### src/rtl/demultiplexor_reg.sv
// -----------------------------------------------------------------------------
// demultiplexor_reg
//
// Routes a data word to one of eleven registered destinations. The destination
// comes from the manual select (ss) or from an internal wrapping sequencer
// (cur_ss). A two-state FSM (RDY/ERR) guards writes. A manual write to a
// nonexistent destination (ss 11..15) moves the FSM to ERR. In ERR, writes are
// refused until err_clr is asserted.
//
// Handshake: a write is accepted on a rising clk edge where valid=1 and
// ready=1. ready is decoded from the FSM state alone, so it never depends
// combinationally on valid. An accepted write shows up on its destination
// register, and on the matching upd bit, in the following cycle.
//
// Ports
//   clk          rising-edge clock
//   rst_n        asynchronous active-low reset
//   din[n]       data word to route
//   ss[4]        manual destination select (0..10 valid)
//   auto         1: use sequencer pointer cur_ss, 0: use ss
//   valid        write request for the current cycle
//   err_clr      leaves ERR at the next edge (ignored in RDY)
//   ready        1 while in RDY
//   out_a..out_k registered destinations 0..10
//   upd[11]      one-hot pulse, bit i = destination i written last edge
//   cur_ss[4]    sequencer pointer, 0..10
//   err          1 while in ERR (doubles as the FSM state debug view)
// -----------------------------------------------------------------------------
module demultiplexor_reg #(
  parameter int n = 4
) (
  input  logic         clk,
  input  logic         rst_n,
  input  logic [n-1:0] din,
  input  logic [3:0]   ss,
  input  logic         auto,
  input  logic         valid,
  input  logic         err_clr,
  output logic         ready,
  output logic [n-1:0] out_a,
  output logic [n-1:0] out_b,
  output logic [n-1:0] out_c,
  output logic [n-1:0] out_d,
  output logic [n-1:0] out_e,
  output logic [n-1:0] out_f,
  output logic [n-1:0] out_g,
  output logic [n-1:0] out_h,
  output logic [n-1:0] out_i,
  output logic [n-1:0] out_j,
  output logic [n-1:0] out_k,
  output logic [10:0]  upd,
  output logic [3:0]   cur_ss,
  output logic         err
);

  localparam int          NUM_DEST = 11;
  localparam logic [3:0]  LAST_IDX = 4'd10;

  typedef enum logic {
    RDY = 1'b0,
    ERR = 1'b1
  } state_t;

  state_t state;
  state_t state_nxt;

  logic [n-1:0]  regs [NUM_DEST];
  logic          accept;
  logic [3:0]    target;
  logic          in_range;
  logic          wr;
  logic [10:0]   upd_nxt;

  assign accept   = valid & ready;
  // In auto mode the sequencer pointer is the target and ss is ignored.
  assign target   = auto ? cur_ss : ss;
  assign in_range = (target <= LAST_IDX);
  assign wr       = accept & in_range;

  // ---------------------------------------------------------------------------
  // FSM: state register
  // ---------------------------------------------------------------------------
  always_ff @(posedge clk or negedge rst_n) begin
    if (!rst_n) begin
      state <= RDY;
    end else begin
      state <= state_nxt;
    end
  end

  // ---------------------------------------------------------------------------
  // FSM: next-state logic
  // ---------------------------------------------------------------------------
  always_comb begin
    state_nxt = state;
    case (state)
      RDY: begin
        // err_clr has no effect here; a bad manual select still trips ERR.
        if (accept && !auto && (ss > LAST_IDX)) begin
          state_nxt = ERR;
        end
      end
      ERR: begin
        if (err_clr) begin
          state_nxt = RDY;
        end
      end
      default: state_nxt = RDY;
    endcase
  end

  // ---------------------------------------------------------------------------
  // FSM: outputs, decoded from state only
  // ---------------------------------------------------------------------------
  always_comb begin
    ready = 1'b0;
    err   = 1'b0;
    case (state)
      RDY:     ready = 1'b1;
      ERR:     err   = 1'b1;
      default: ready = 1'b0;
    endcase
  end

  // One-hot decode of the write target. It is zero whenever no write happens.
  always_comb begin
    upd_nxt = '0;
    for (int i = 0; i < NUM_DEST; i++) begin
      upd_nxt[i] = wr && (target == 4'(i));
    end
  end

  // ---------------------------------------------------------------------------
  // Destination registers, update pulse and sequencer pointer
  // ---------------------------------------------------------------------------
  always_ff @(posedge clk or negedge rst_n) begin
    if (!rst_n) begin
      for (int i = 0; i < NUM_DEST; i++) begin
        regs[i] <= '0;
      end
      upd    <= '0;
      cur_ss <= '0;
    end else begin
      for (int i = 0; i < NUM_DEST; i++) begin
        if (upd_nxt[i]) begin
          regs[i] <= din;
        end
      end
      upd <= upd_nxt;
      // The pointer moves only on auto-mode accepts and wraps 10 -> 0.
      if (accept && auto) begin
        cur_ss <= (cur_ss >= LAST_IDX) ? 4'd0 : cur_ss + 4'd1;
      end
    end
  end

  assign out_a = regs[0];
  assign out_b = regs[1];
  assign out_c = regs[2];
  assign out_d = regs[3];
  assign out_e = regs[4];
  assign out_f = regs[5];
  assign out_g = regs[6];
  assign out_h = regs[7];
  assign out_i = regs[8];
  assign out_j = regs[9];
  assign out_k = regs[10];

endmodule
### config.mk
export PLATFORM = sky130hd
export DESIGN_NAME = demultiplexor_reg
export DESIGN_NICKNAME = d
export VERILOG_FILES = /design/src/rtl/demultiplexor_reg.sv
export SDC_FILE = /design/constraint.sdc
export NUM_CORES = 1
export LEC_CHECK = 0
export ABC_CLOCK_PERIOD_IN_PS = 2400
export CAP_MARGIN = 20
export CORE_ASPECT_RATIO = 0.6
export CORE_MARGIN = 1
export CORE_UTILIZATION = 47
export CTS_CLUSTER_DIAMETER = 50
export DETAILED_ROUTE_END_ITERATION = 7
export PLACE_DENSITY = 0.8
export SYNTH_ARGS = -nofsm -noshare
export SYNTH_HDL_FRONTEND = slang
export SYNTH_SLANG_ARGS = --single-unit
### constraint.sdc
create_clock -name clk -period 2.4 [get_ports clk]
set_clock_uncertainty 0.05 [all_clocks]
set_input_delay 0.48 -clock clk [delete_from_list [all_inputs] [get_ports clk]]
set_output_delay 0.48 -clock clk [all_outputs]
set_load 0.05 [all_outputs]
; Yosys cells after proc, flatten, opt, wreduce, memory -nomap -nowiden
; Index checks and enable logic that the tools add are counted.
[classes]
reduce_logical = 16
addsub = 1
muxes = 7
bitwise_logic = 3
magnitude_cmp = 3
n_eq_ne = 10
[op_table]
columns = op, n
row1 = 4-bit by 3-bit == test with 1-bit output (second input constant), 4
row2 = 1-bit logical AND, 14
row3 = 4-bit == test (second input constant), 3
row4 = 4-bit by 2-bit == test with 1-bit output (second input constant), 2
row5 = 4-bit 2-to-1 mux, 2
row6 = 4-bit by 1-bit adder with 4-bit output (second input constant), 1
row7 = 4-bit by 1-bit == test with 1-bit output (second input constant), 1
row8 = 4-bit >= comparator (second input constant), 1
row9 = 4-bit greater-than comparator (second input constant), 1
row10 = 4-bit <= comparator (second input constant), 1
row11 = 4-bit logical NOT, 1
row12 = 1-bit 2-to-1 mux, 4
row13 = 1-bit bitwise AND, 2
row14 = 1-bit case mux with 2 select lines, 1
row15 = 1-bit logical NOT, 1
row16 = 1-bit inverter, 1
[word_totals]
register_bits = 60
out_inout_bits = 61

; Depth between registers and ports, before layout
; Gate-level depths: netlist of run 1.
[logic_depth]
depth_word = 6
ltp_mapped = 6

; Worst setup path before layout of run 1
; OpenSTA, ideal clock, no wires.
[synth_timing]
path_type = reg-to-reg
start = register state
end = register regs (netlist bit out_k[3])
setup_time_ns = 0.125
path_stages_with_launch = 5
required_ns = 2.225
path_slack_ns = 0.277
period_less_slack_ns = 2.123
t_arrival_ns = 1.948
cell_sequence = dfrtp_1 > inv_1 > nand2_1 > nor3_4 > mux2_2
[synth_via]
elab_chain_len = 4
[synth_rtl]
columns = element, line_no
row1 = "start, declared", 64  ; state_t state;
row2 = "start signal, assigned", 87  ; state <= state_nxt;
row3 = 1-bit 2-to-1 mux, 118  ; case (state)
row4 = net ready, 39  ; output logic ready,
row5 = 1-bit bitwise AND, 74  ; assign accept = valid & ready;
row6 = 1-bit bitwise AND, 78  ; assign wr = accept & in_range;
row7 = 1-bit logical AND, 129  ; upd_nxt[i] = wr && (target == 4'(i));
row8 = net upd_nxt[10], 72  ; logic [10:0] upd_nxt;
row9 = "end signal, assigned by index", 146  ; regs[i] <= din;
row10 = "end, declared", 67  ; logic [n-1:0] regs [NUM_DEST];
; The timed path passes the listed nets, and every way through them passes these cells.
; A chain may end at the register's enable or synchronous reset.

; Worst setup path after layout of run 1
[layout_timing]
start = register cur_ss[1]
end = output cur_ss[1]
[layout_rtl]
columns = element, line_no
row1 = "start, declared", 52  ; output logic [3:0] cur_ss,
row2 = "start signal, assigned", 152  ; cur_ss <= (cur_ss >= LAST_IDX) ? 4'd0 : cur_ss + 4'd1;
; No word-level cell between the ends.

==> results.yml, run 1 <==
synth:
  synth-main-ff-cell: "dfrtp_1"
  ys_seq_area_share_pct: 60.5
  synth-compound-area-share_pct: 4.49
  synth_edf_count: 0
  synth_cells: 174
  muxShareOfSynthArea_pct: 21.7
  synthSimpleGateAreaFrac_pct: 8.42
  synth.area.top_cells: "dfrtp_1, mux2_2, mux2_4"
  synth-seq-cells: 60
  synthArstFlopShare_pct: 100
  synthXorXnorAreaFrac_pct: 0
  syn_area_per_cell_um2: 14.3
  post-synth-top-area-cell: "dfrtp_1"
  synth.top_cell.area_share_pct: 60.5
  netlist_area_mm2: 0.00248
  synth_fp_nets: 189
  synthAdderAreaFrac_pct: 1.01
  ys_top_cells_by_count: "dfrtp_1, mux2_2, inv_1"
  synth_top_family_by_area: "multiplexers"
  ys.warnings.count: 0
  yosysMostFrequentCell: "dfrtp_1"
  synth_cell_type_count: 32
final_layout:
  fillerInstances: 385
  largest_reg_flops: 11
  regMostFlops: "upd"
  drive_gt1_share_pct: 28.7
  area.growth.synth_to_final_pct: 39.9
  nNetsFinal: 272
  diodes: 0
timing:
  worst_slew_pin_slew_ns: 0.594
  rsz0062_at_grt: "false"
  holdWs_ns: 0.106
  drv_slew: 0
  layout_min_cycle_time_ns: 2.21
  slew_headroom_pct: 60.4
  hold_viol: 0
  clock.fmax_ghz: 0.452
  setup_ws_ns: 0.189
  period_share_pct: 92.1
  final.setup.tns_ns: 0
  setup-violations-final: 0
global_routing:
  grt_pass1_wl_mm: 8.57
  track_usage_pct: 21.7
  antenna_found_initial: 0
  grt_pass1_vias: 1681
  grt_max_degree: 26
  grt_overflow: 0
worst_setup_path:
  worstPathArrival_ns: 1.68
  crit_path_end_kind: "output pin"
  crit_family: "buffers and inverters"
  crit_path_cell_trace: "clkdlybuf4s50_1"
  worstSetupPathType: "reg -> out"
  start_kind: "flip-flop"
  crit_buf_inv: 1
  worstPathRequired_ns: 1.87
  slowest_stage: "clkdlybuf4s50_1"
  critPathMaxStageDelay_ns: 0.86
  crit_fanout: 9
placement:
  dp.final_hpwl_mm: 3.88
  routabilityCongestion: 0.792
  dp_slack_ns: -0.0892
  io_buffers: 73
clock_tree:
  cts_hold_buffers: 0
  clkSinkCount: 60
  cts_max_path_buffers: 2
  clock_latency_ns: 0.33
  root_buffer: "clkbuf_8"
  cts.clk_slew.worst_paths_ns: 0.06
  cts_tree: "built"
  htree_levels: 3
  numCtsBuffers: 9
  cts_setup_buffers: 0
  cts_resized: 0
power:
  ir_drop_v: 0.000846
  total_power_uw: 5380
  p_per_area_mw_per_mm2: 1550
  p_leak_uw: 0.00160
routing:
  drc_errors: 0
  first_iter_violations: 75
  antenna_left: 0
  route.met3.wl_um: 393
  wirelength_mm: 5.30
  vias: 1685
  dr_wl_met2_mm: 2.25
  vias_per_cell: 5.15
  wire_per_inst_um: 16.2
  first_pass_iters: 4
  wl_met1_mm: 2.62
  top_layer: "met4"
job:
  cap_viol_max_count: 0
floorplan:
  die_x_um: 95.8
  std_cell_rows: 20
  die_area_mm2: 0.00559
  start_util_pct: 48.9
  die_h_um: 58.3
  core_mm2: 0.00508
  io_pins: 74
worst_hold_path:
  hold_path.class: "in -> async"
status:
  run_status: "finished, final reports clean"
[final cells by class]
type,count,area (um^2),share of cell area [%]
clock inverters,2,10.0,0.288
inverters,9,33.8,0.973
repair buffers,83,801,23.1
multi-input cells,94,885,25.5
flip-flops and latches,60,1500,43.2
clock buffers,13,159,4.58
well taps,66,82.6,2.38
[metrics by stage]
stage	instances	cell area, um^2	util [%]
5_1_grt	327	3470	68.3
3_5_place_dp	312	3300	65.0
2_1_floorplan	174	2480	-
6_report	327	3470	68.3
3_3_place_gp	312	3300	65.0
4_1_cts	327	3470	68.3
[cells by family (layout without fill, tap and decap cells)]
group | after synthesis | in the layout
AO/OA/AOI/OAI | 14 | 14
adder cells (fa/ha/maj) | 2 | 2
buffers and inverters | 20 | 107
flip-flops | 60 | 60
multiplexers | 46 | 46
AND/OR/NAND/NOR | 32 | 32
[routing by layer]
layer  up-vias  track usage (%)
met1       846             30.9
met3         5             8.91
met5         -                0
li1        769                -
met4         0             6.40
met2        65             30.5
[where the power goes]
| group | internal, uW | total, uW | switching [uW] |
|---|---|---|---|
| Sequential | 1410 | 1690 | 277 |
| Clock | 422 | 775 | 352 |
| Combinational | 1050 | 2910 | 1860 |
| Total | 2890 | 5380 | 2490 |
[path summary, 6_finish.rpt]
| path | from | slack, ns | cells past startpoint | endpoint |
|---|---|---|---|---|
| setup / recovery | cur_ss[1] | 0.19 | 1 | cur_ss[1] |
| hold / removal | rst_n | 0.11 | 1 | state |
| setup reg to reg | cur_ss[1] | 0.49 | 4 | out_k[0] |
| hold reg to reg | out_g[2] | 0.46 | 1 | out_g[2] |
| max in group asynchronous | rst_n | 1.51 | 2 | out_a[0] |
| min in group clk | out_g[2] | 0.46 | 1 | out_g[2] |
[layout by cell type (no fill, tap or decap), types with 2 or more instances in the layout]
cell	Yosys	routed
a21o_1	2	2
buf_4	0	10
clkbuf_1	4	2
clkbuf_8	0	11
clkdlybuf4s50_1	0	72
clkinv_2	0	2
dfrtp_1	60	60
ha_1	2	2
inv_1	9	9
mux2_2	39	39
mux2_4	6	6
nand2_1	5	5
nand4_1	3	3
nor2_1	5	5
nor2b_1	2	2
nor3_1	2	2
nor3_4	3	3
o21ai_0	4	4
o31ai_1	2	2
or2_1	4	4
or3_1	2	2
Power figures use the tool's default switching activity.
==> inputs of run 2 (changes only) <==
- CTS_CLUSTER_SIZE: not set -> 30
==> results of run 2 <==
Same layout as run 1: the final DEF is identical, and so are final timing and power.
